==> config.mk <==
export PLATFORM = sky130hd
export DESIGN_NAME = neureka_streamout_sequencer
export DESIGN_NICKNAME = d
export VERILOG_FILES = /design/src/rtl/neureka_package.sv /design/src/rtl/neureka_mask_scan.sv /design/src/rtl/neureka_streamout_sequencer.sv
export SDC_FILE = /design/constraint.sdc
export NUM_CORES = 1
export LEC_CHECK = 0
export ABC_CLOCK_PERIOD_IN_PS = 2660
export CELL_PAD_IN_SITES_DETAIL_PLACEMENT = 2
export CELL_PAD_IN_SITES_GLOBAL_PLACEMENT = 2
export CORE_UTILIZATION = 31
export CTS_CLUSTER_SIZE = 30
export DETAILED_ROUTE_END_ITERATION = 16
export MAX_ROUTING_LAYER = met4
export PLACE_DENSITY_LB_ADDON = 0.2
export SYNTH_ARGS = -nofsm -noshare
export SYNTH_HDL_FRONTEND = slang
export SYNTH_SLANG_ARGS = --single-unit
==> constraint.sdc <==
create_clock -name clk_i -period 2.66 [get_ports clk_i]
set_input_delay 0.399 -clock clk_i [delete_from_list [all_inputs] [get_ports clk_i]]
set_output_delay 0.399 -clock clk_i [all_outputs]
set_load 0.02 [all_outputs]
==> src/rtl/neureka_package.sv <==
// rtl/neureka_package.sv - shared NEUREKA types and constants for the streamout sequencer
package neureka_package;

    localparam int NEUREKA_NR_PE        = 36;
    localparam int NEUREKA_PE_IDX_W     = $clog2(NEUREKA_NR_PE);
    localparam int NEUREKA_WORDS_PER_PE = 8;

    typedef enum logic [2:0] {
        IDLE   = 3'd0,
        CLEAR  = 3'd1,
        ARM    = 3'd2,
        STREAM = 3'd3,
        DONE   = 3'd4
    } streamout_seq_state_t;

    // Serializer/accumulator control bundle, sized for the default engine geometry
    typedef struct packed {
        logic [NEUREKA_NR_PE-1:0]    enable_accumulator;
        logic [NEUREKA_PE_IDX_W-1:0] last_pe;
        logic                        goto_streamout;
        logic                        clear_ser;
        logic [NEUREKA_PE_IDX_W:0]   ser_nb_streams;
        logic [NEUREKA_PE_IDX_W-1:0] ser_first;
    } ctrl_streamout_seq_t;

endpackage

==> src/rtl/neureka_mask_scan.sv <==
// rtl/neureka_mask_scan.sv - popcount, lowest and highest set index of a PE mask
module neureka_mask_scan #(
    parameter int NR_PE    = 36,
    parameter int PE_IDX_W = $clog2(NR_PE)
) (
    input  logic [NR_PE-1:0]    mask,
    output logic [PE_IDX_W:0]   count,
    output logic [PE_IDX_W-1:0] lowest,
    output logic [PE_IDX_W-1:0] highest
);

    localparam logic [PE_IDX_W:0] CNT_ONE = 1;

    // Upward scan leaves the highest index, downward scan leaves the lowest; all zero for an empty mask
    always_comb begin
        count   = '0;
        lowest  = '0;
        highest = '0;
        for (int i = 0; i < NR_PE; i++) begin
            if (mask[i]) begin
                count   = count + CNT_ONE;
                highest = PE_IDX_W'(i);
            end
        end
        for (int j = NR_PE - 1; j >= 0; j--) begin
            if (mask[j]) begin
                lowest = PE_IDX_W'(j);
            end
        end
    end

endmodule

==> src/rtl/neureka_streamout_sequencer.sv <==
// rtl/neureka_streamout_sequencer.sv - streamout phase sequencer; optional perf counters under NEUREKA_STREAMOUT_PERF_EN
module neureka_streamout_sequencer
    import neureka_package::*;
#(
    parameter int NR_PE        = NEUREKA_NR_PE,
    parameter int WORDS_PER_PE = NEUREKA_WORDS_PER_PE,
    parameter int PE_IDX_W     = $clog2(NR_PE)
) (
    input  logic                clk_i,
    input  logic                rst_ni,
    input  logic                clear_i,
    input  logic                start_i,
    input  logic [NR_PE-1:0]    pe_mask_i,
    output logic                start_ready_o,
    input  logic                store_valid_i,
    input  logic                store_ready_i,
    output logic [NR_PE-1:0]    enable_accumulator_o,
    output logic [PE_IDX_W-1:0] last_pe_o,
    output logic                goto_streamout_o,
    output logic                clear_ser_o,
    output logic [PE_IDX_W:0]   ser_nb_streams_o,
    output logic [PE_IDX_W-1:0] ser_first_o,
    output logic                busy_o,
    output logic                done_o
`ifdef NEUREKA_STREAMOUT_PERF_EN
    ,
    output logic [31:0]         perf_stall_cycles_o,
    output logic [31:0]         perf_total_cycles_o
`endif
);

    localparam int BEAT_W = (WORDS_PER_PE > 1) ? $clog2(WORDS_PER_PE) : 1;
    localparam logic [BEAT_W-1:0]   BEAT_LAST = BEAT_W'(WORDS_PER_PE - 1);
    localparam logic [BEAT_W-1:0]   BEAT_ONE  = 1;
    localparam logic [PE_IDX_W-1:0] PE_ONE    = 1;
    localparam logic [PE_IDX_W:0]   CNT_ONE   = 1;

    streamout_seq_state_t state;
    logic [BEAT_W-1:0]    beat_cnt;
    logic [PE_IDX_W-1:0]  pe_cnt;

    logic [PE_IDX_W:0]    scan_count;
    logic [PE_IDX_W-1:0]  scan_lowest;
    logic [PE_IDX_W-1:0]  scan_highest;
    logic                 handshake;
    logic                 last_beat;
    logic                 last_stream;

    neureka_mask_scan #(
        .NR_PE    (NR_PE),
        .PE_IDX_W (PE_IDX_W)
    ) i_mask_scan (
        .mask    (pe_mask_i),
        .count   (scan_count),
        .lowest  (scan_lowest),
        .highest (scan_highest)
    );

    assign handshake   = store_valid_i && store_ready_i;
    assign last_beat   = (beat_cnt == BEAT_LAST);
    assign last_stream = (({1'b0, pe_cnt} + CNT_ONE) == ser_nb_streams_o);

    // Sequencer FSM; every output is a register so the datapath sees glitch-free controls
    always_ff @(posedge clk_i or negedge rst_ni) begin
        if (!rst_ni) begin
            state                <= IDLE;
            beat_cnt             <= '0;
            pe_cnt               <= '0;
            start_ready_o        <= 1'b1;
            enable_accumulator_o <= '0;
            last_pe_o            <= '0;
            goto_streamout_o     <= 1'b0;
            clear_ser_o          <= 1'b0;
            ser_nb_streams_o     <= '0;
            ser_first_o          <= '0;
            busy_o               <= 1'b0;
            done_o               <= 1'b0;
        end else if (clear_i) begin
            state                <= IDLE;
            beat_cnt             <= '0;
            pe_cnt               <= '0;
            start_ready_o        <= 1'b1;
            enable_accumulator_o <= '0;
            last_pe_o            <= '0;
            goto_streamout_o     <= 1'b0;
            clear_ser_o          <= 1'b0;
            ser_nb_streams_o     <= '0;
            ser_first_o          <= '0;
            busy_o               <= 1'b0;
            done_o               <= 1'b0;
        end else begin
            case (state)
                IDLE: begin
                    done_o <= 1'b0;
                    if (start_i) begin
                        if (|pe_mask_i) begin
                            state                <= CLEAR;
                            enable_accumulator_o <= pe_mask_i;
                            last_pe_o            <= scan_highest;
                            ser_nb_streams_o     <= scan_count;
                            ser_first_o          <= scan_lowest;
                            clear_ser_o          <= 1'b1;
                            start_ready_o        <= 1'b0;
                            busy_o               <= 1'b1;
                        end else begin
                            // Nothing to drain: acknowledge immediately without touching the datapath
                            done_o <= 1'b1;
                        end
                    end
                end
                CLEAR: begin
                    clear_ser_o      <= 1'b0;
                    goto_streamout_o <= 1'b1;
                    state            <= ARM;
                end
                ARM: begin
                    goto_streamout_o <= 1'b0;
                    beat_cnt         <= '0;
                    pe_cnt           <= '0;
                    state            <= STREAM;
                end
                STREAM: begin
                    if (handshake) begin
                        if (last_beat) begin
                            beat_cnt <= '0;
                            if (last_stream) begin
                                pe_cnt               <= '0;
                                enable_accumulator_o <= '0;
                                done_o               <= 1'b1;
                                state                <= DONE;
                            end else begin
                                pe_cnt <= pe_cnt + PE_ONE;
                            end
                        end else begin
                            beat_cnt <= beat_cnt + BEAT_ONE;
                        end
                    end
                end
                DONE: begin
                    done_o           <= 1'b0;
                    start_ready_o    <= 1'b1;
                    busy_o           <= 1'b0;
                    last_pe_o        <= '0;
                    ser_nb_streams_o <= '0;
                    ser_first_o      <= '0;
                    state            <= IDLE;
                end
                default: begin
                    state <= IDLE;
                end
            endcase
        end
    end

`ifdef NEUREKA_STREAMOUT_PERF_EN
    // Saturating stall and occupancy counters, restarted on each accepted start and frozen in IDLE
    always_ff @(posedge clk_i or negedge rst_ni) begin
        if (!rst_ni) begin
            perf_stall_cycles_o <= '0;
            perf_total_cycles_o <= '0;
        end else if (clear_i) begin
            perf_stall_cycles_o <= '0;
            perf_total_cycles_o <= '0;
        end else if (state == IDLE) begin
            if (start_i) begin
                perf_stall_cycles_o <= '0;
                perf_total_cycles_o <= '0;
            end
        end else begin
            if (perf_total_cycles_o != '1) begin
                perf_total_cycles_o <= perf_total_cycles_o + 32'd1;
            end
            if ((state == STREAM) && store_valid_i && !store_ready_i &&
                (perf_stall_cycles_o != '1)) begin
                perf_stall_cycles_o <= perf_stall_cycles_o + 32'd1;
            end
        end
    end
`endif

endmodule
==> impl_metrics.ini, run 1 <==
[synthesis]
compound_cell_area_share_of_the_yosys_netlist_pct = 22.5
synth_top_family_by_area = simple AND/OR/NAND/NOR gates
seq_area_frac_synth_pct = 18.5
synth_ff_type = sky130_fd_sc_hd__dfrtp_1
post_synth.cell_area_avg_sq_um = 7.52
synth_async_sr_flop_share_pct = 100
yosys.area_share.adder_pct = 5.13
synth_warnings = 0
syn-instance-count = 1298
synth_simple_gate_area_share_pct = 24.0
synth_cell_types = 89
post_synth_mux_area_share_pct = 3.13
synth-xor-area-share_pct = 22.2
postSynthNetCount = 1380
synth.ff_latch_count = 72
synth_edf_count = 0
syn_area_sq_um = 9760

[run_status]
result_of_the_run = stopped before the end
flow.stopped_at = 4_1_cts
run.stop_error = [ERROR DPL-0033] detailed placement checks failed during check placement.

[clocking]
clockBufferDepth = 2
cts_hold_repair.buffers = 0
clock_tree.root_cell = sky130_fd_sc_hd__clkbuf_16
cts_setup_buffers = 120
cts_buffers = 9
h-tree-depth = 3
tritoncts_num_sinks = 72
cts_resized = 237

[placement]
port_buffers = 101
place.gp.congestion = 0.862
hpwl_mm = 40.9
place_inst = 2165

[floorplanning]
die-width_microns = 179
top_level_ports = 102
floorplan.rows = 64
die_height_microns = 179
initial_core_util_pct = 31.7
## metrics by stage
step                worst slack (ns)  area, sq um  setup TNS [ns]
floorplan                     -14.11        10100          -94.07
global placement              -14.86        14700         -120.86
detailed placement            -17.29        14700         -150.52
## Yosys cell counts (17+ instances only)
| cell type | count | area (sq um) |
|---|---|---|
| sky130_fd_sc_hd__xnor2_1 | 105 | 920 |
| sky130_fd_sc_hd__nand2_1 | 210 | 788 |
| sky130_fd_sc_hd__dfrtp_1 | 71 | 1780 |
| sky130_fd_sc_hd__ha_1 | 40 | 500 |
| sky130_fd_sc_hd__and3_1 | 17 | 106 |
| sky130_fd_sc_hd__o21ai_0 | 112 | 561 |
| sky130_fd_sc_hd__nand3_1 | 49 | 245 |
| sky130_fd_sc_hd__nor2_1 | 88 | 330 |
| sky130_fd_sc_hd__clkbuf_1 | 57 | 214 |
| sky130_fd_sc_hd__a21oi_1 | 84 | 420 |
| sky130_fd_sc_hd__xor2_1 | 45 | 394 |
| sky130_fd_sc_hd__mux2i_1 | 19 | 190 |
| sky130_fd_sc_hd__nor3_1 | 33 | 165 |
| sky130_fd_sc_hd__inv_1 | 44 | 165 |
## cells by family after synthesis
logic type      Yosys count
mux                      29
xor+xnor                191
buf+inv                 114
flops                    72
simple gates            503
compound gates          349
fa+ha+maj                40
==> run 2, diff against run 1 <==
ABC_CLOCK_PERIOD_IN_PS = 3460   (was 2660)
CELL_PAD_IN_SITES_DETAIL_PLACEMENT = default   (was 2)
CELL_PAD_IN_SITES_GLOBAL_PLACEMENT = default   (was 2)
CORE_UTILIZATION = 30   (was 31)
CTS_CLUSTER_SIZE = default   (was 30)
MAX_ROUTING_LAYER = default   (was met4)
PLACE_DENSITY_LB_ADDON = 0.15   (was 0.2)
clock period = 3.46 ns   (was 2.66 ns; I/O delays follow)
==> run 2 against run 1 <==
Synthesized cell count unchanged. Synthesized area unchanged. The flow now finishes, with violations (negative setup slack).
==> impl_metrics.ini, run 2 <==
[clocking]
clock_pin_slew_of_the_registers_on_the_worst_case_setup_and_hold_paths_ns = 0.06
h-tree-depth = 3
clock_tree.root_cell = sky130_fd_sc_hd__clkbuf_16
tritoncts_num_sinks = 72
cts_buffers = 9
clockBufferDepth = 2
cts_hold_repair.buffers = 0
clk-insertion-delay-late_ns = 0.35
tritoncts_clock_tree = built

[synthesis]
synth_async_sr_flop_share_pct = 100
synth_ff_type = sky130_fd_sc_hd__dfrtp_1
postSynthNetCount = 1380
synthTopCellsByCount = sky130_fd_sc_hd__nand2_1 (210), sky130_fd_sc_hd__o21ai_0 (112), sky130_fd_sc_hd__xnor2_1 (105)
synth_warnings = 0
synth_largest_area_cell = sky130_fd_sc_hd__dfrtp_1
synth_top_cells_by_area = sky130_fd_sc_hd__dfrtp_1 (18%), sky130_fd_sc_hd__xnor2_1 (9.4%), sky130_fd_sc_hd__nand2_1 (8.1%), sky130_fd_sc_hd__o21ai_0 (5.7%), sky130_fd_sc_hd__ha_1 (5.1%)
syn_area_sq_um = 9760
synth_edf_count = 0
seq_area_frac_synth_pct = 18.5
synthDominantCellAreaShare_pct = 18.2
syn-instance-count = 1298
post_synth.cell_area_avg_sq_um = 7.52
cell_with_the_most_instances_after_synthesis = sky130_fd_sc_hd__nand2_1
synth.ff_latch_count = 72
synth_cell_types = 89

[finish]
layout.cells.most_common = sky130_fd_sc_hd__buf_4
drive_gt1_share_pct = 36.5
largest_register_ffs = 36
antenna-diode-count = 0
fillerInstances = 3088
seqCellArea_sq_um = 1800
nNetsFinal = 1908
reg.largest.list = enable_accumulator_o (36), ser_nb_streams_o (7)
multi_input_area_sq_um = 8370
syn_to_final_growth_pct = 64.3
regMostFlops = enable_accumulator_o
postLayoutCellArea_sq_um = 16000
layout.cells.most_common_list = sky130_fd_sc_hd__buf_4 (448), sky130_fd_sc_hd__nand2_1 (202), sky130_fd_sc_hd__o21ai_0 (92), sky130_fd_sc_hd__clkdlybuf4s50_1 (91), sky130_fd_sc_hd__xnor2_1 (86)

[routing]
vias = 10800
drt-initial-drc-count = 524
routed_len_inst_microns = 14.0
avgViaCountPerCell = 4.78
antenna_left = 0
detail_route.wirelength_mm = 31.6
detail_route.first_pass.iterations = 4
drc_errors = 0

[floorplanning]
die_height_microns = 182
floorplan.core_area_sq_um = 31800
initial_core_util_pct = 30.7
top_level_ports = 102
die-width_microns = 182
floorplan.rows = 65
floorplan.die_area_sq_um = 33300

[setup_path]
worstSetupStartpoint = pe_mask_i[1]
cp_data_required_time_ns = 3.69
crit_fanout = 4
timing.critical_path.max_delay_family = adder cells
critical-path-slowest-cell = sky130_fd_sc_hd__ha_1
setup.worst_path.start_class = input pin
critical_path.n_buffers_inverters = 5
worst-setup-path-type = input pin to flip-flop
timing.critical_path.depth = 110
r2r.worst_path.cells = 13
critical_path_end_type = flip-flop
critical_path.reg2reg.startpoint = pe_cnt[0]$_DFFE_PN0P_
max_stage_delay_ns = 0.32
worst_path_most_repeated_cell = sky130_fd_sc_hd__ha_1
crit_arrival_ns = 16.87

[grt]
grt_pass1_vias = 10500
grtUsageTotal_pct = 19.2
number_of_antenna_violations_at_the_first_check_in_global_routing = 0
global_route_wire_length_before_repair_mm = 52.4
gr-total-overflow = 0
pin_count_of_the_biggest_net_entering_global_routing = 73

[placement]
place.gp.congestion = 0.842
hpwl_mm = 25.5
cell_area_after_placement_sq_um = 14600
port_buffers = 101

[timing]
maxSlewViolCount = 0
finalWorstSetupSlack_ns = -13.18
final_period_minus_worst_setup_slack_ns = 16.64
timing.final.hold_violations = 0
setup_viol_count_final = 8
setup_repair_after_global_routing_missed_its_margin = true
timing_worst_slew_pin_value_ns = 0.986
min_period_over_period_pct = 481
final.setup_skew_ns = 0.00943
headroom_to_the_max_slew_limit_pct = 34.3
timing.fmax_ghz = 0.0601

[job]
max_cap_viol_count = 0

[run_status]
violations_in_the_final_reports = negative setup slack
result_of_the_run = finished, violations left

[hold_path]
hold_path.class = input pin to async pin
## run 2: cell counts after synthesis
No cell type changed its count.
## run 2: per-layer routing
metal	wire [microns]	global-route usage (%)	vias to the layer above
met1	15900	27.0	5041
met2	14800	32.3	118
li1	-	-	5645
met3	677	1.46	22
met4	283	3.63	0
met5	0	0	-
## run 2: final cells by class
cell class	count	share of cell area, %
timing repair buffer	582	29.9
tap	435	3.39
clock inverter	6	0.569
clock buffer	10	1.43
multi-input combinational	1112	52.2
inverter	49	1.26
sequential	72	11.2
## run 2: logic make-up after synthesis
group,share of synthesized area (%)
xor+xnor,22.2
mux,3.13
buf+inv,4.50
flops,18.5
compound gates,22.5
fa+ha+maj,5.13
simple gates,24.0
## run 2: worst paths after layout
path / endpoint / slack (ns)
setup / recovery: ser_nb_streams_o[6]$_DFFE_PN0P_ / -13.18
setup reg to reg: enable_accumulator_o[5]$_DFFE_PN0P_ / 0.33
hold / removal: goto_streamout_o$_DFFE_PN0P_ / 0.34
hold reg to reg: start_ready_o$_DFFE_PN1P_ / 0.47
min in group clk_i: start_ready_o$_DFFE_PN1P_ / 0.47
max in group asynchronous: enable_accumulator_o[35]$_DFFE_PN0P_ / 2.50
## run 2: repair_timing
action,4_1_cts,5_1_grt
gates resized for setup,83,66
setup buffers,49,16
setup endpoints to repair,9,32
pin swaps,83,66
gates cloned,0,0
## run 2: metrics by stage
step / cells / setup WS (ns) / util (%) / hold slack [ns] / TNS, ns
after floorplan: 1298 / -13.44 / - / 0.223 / -77.79
after global placement: 2190 / -14.07 / 46.0 / 0.455 / -90.47
after detailed placement: 2190 / -14.47 / 46.0 / 0.454 / -92.58
after CTS: 2253 / -13.48 / 49.1 / 0.371 / -79.85
after global routing: 2266 / -14.12 / 50.4 / 0.432 / -84.08
final: 2266 / -13.18 / 50.4 / 0.338 / -77.94
Power of run 2 is not shown: default switching activity piles up to over one toggle a cycle in this logic, so the estimate is an artifact.
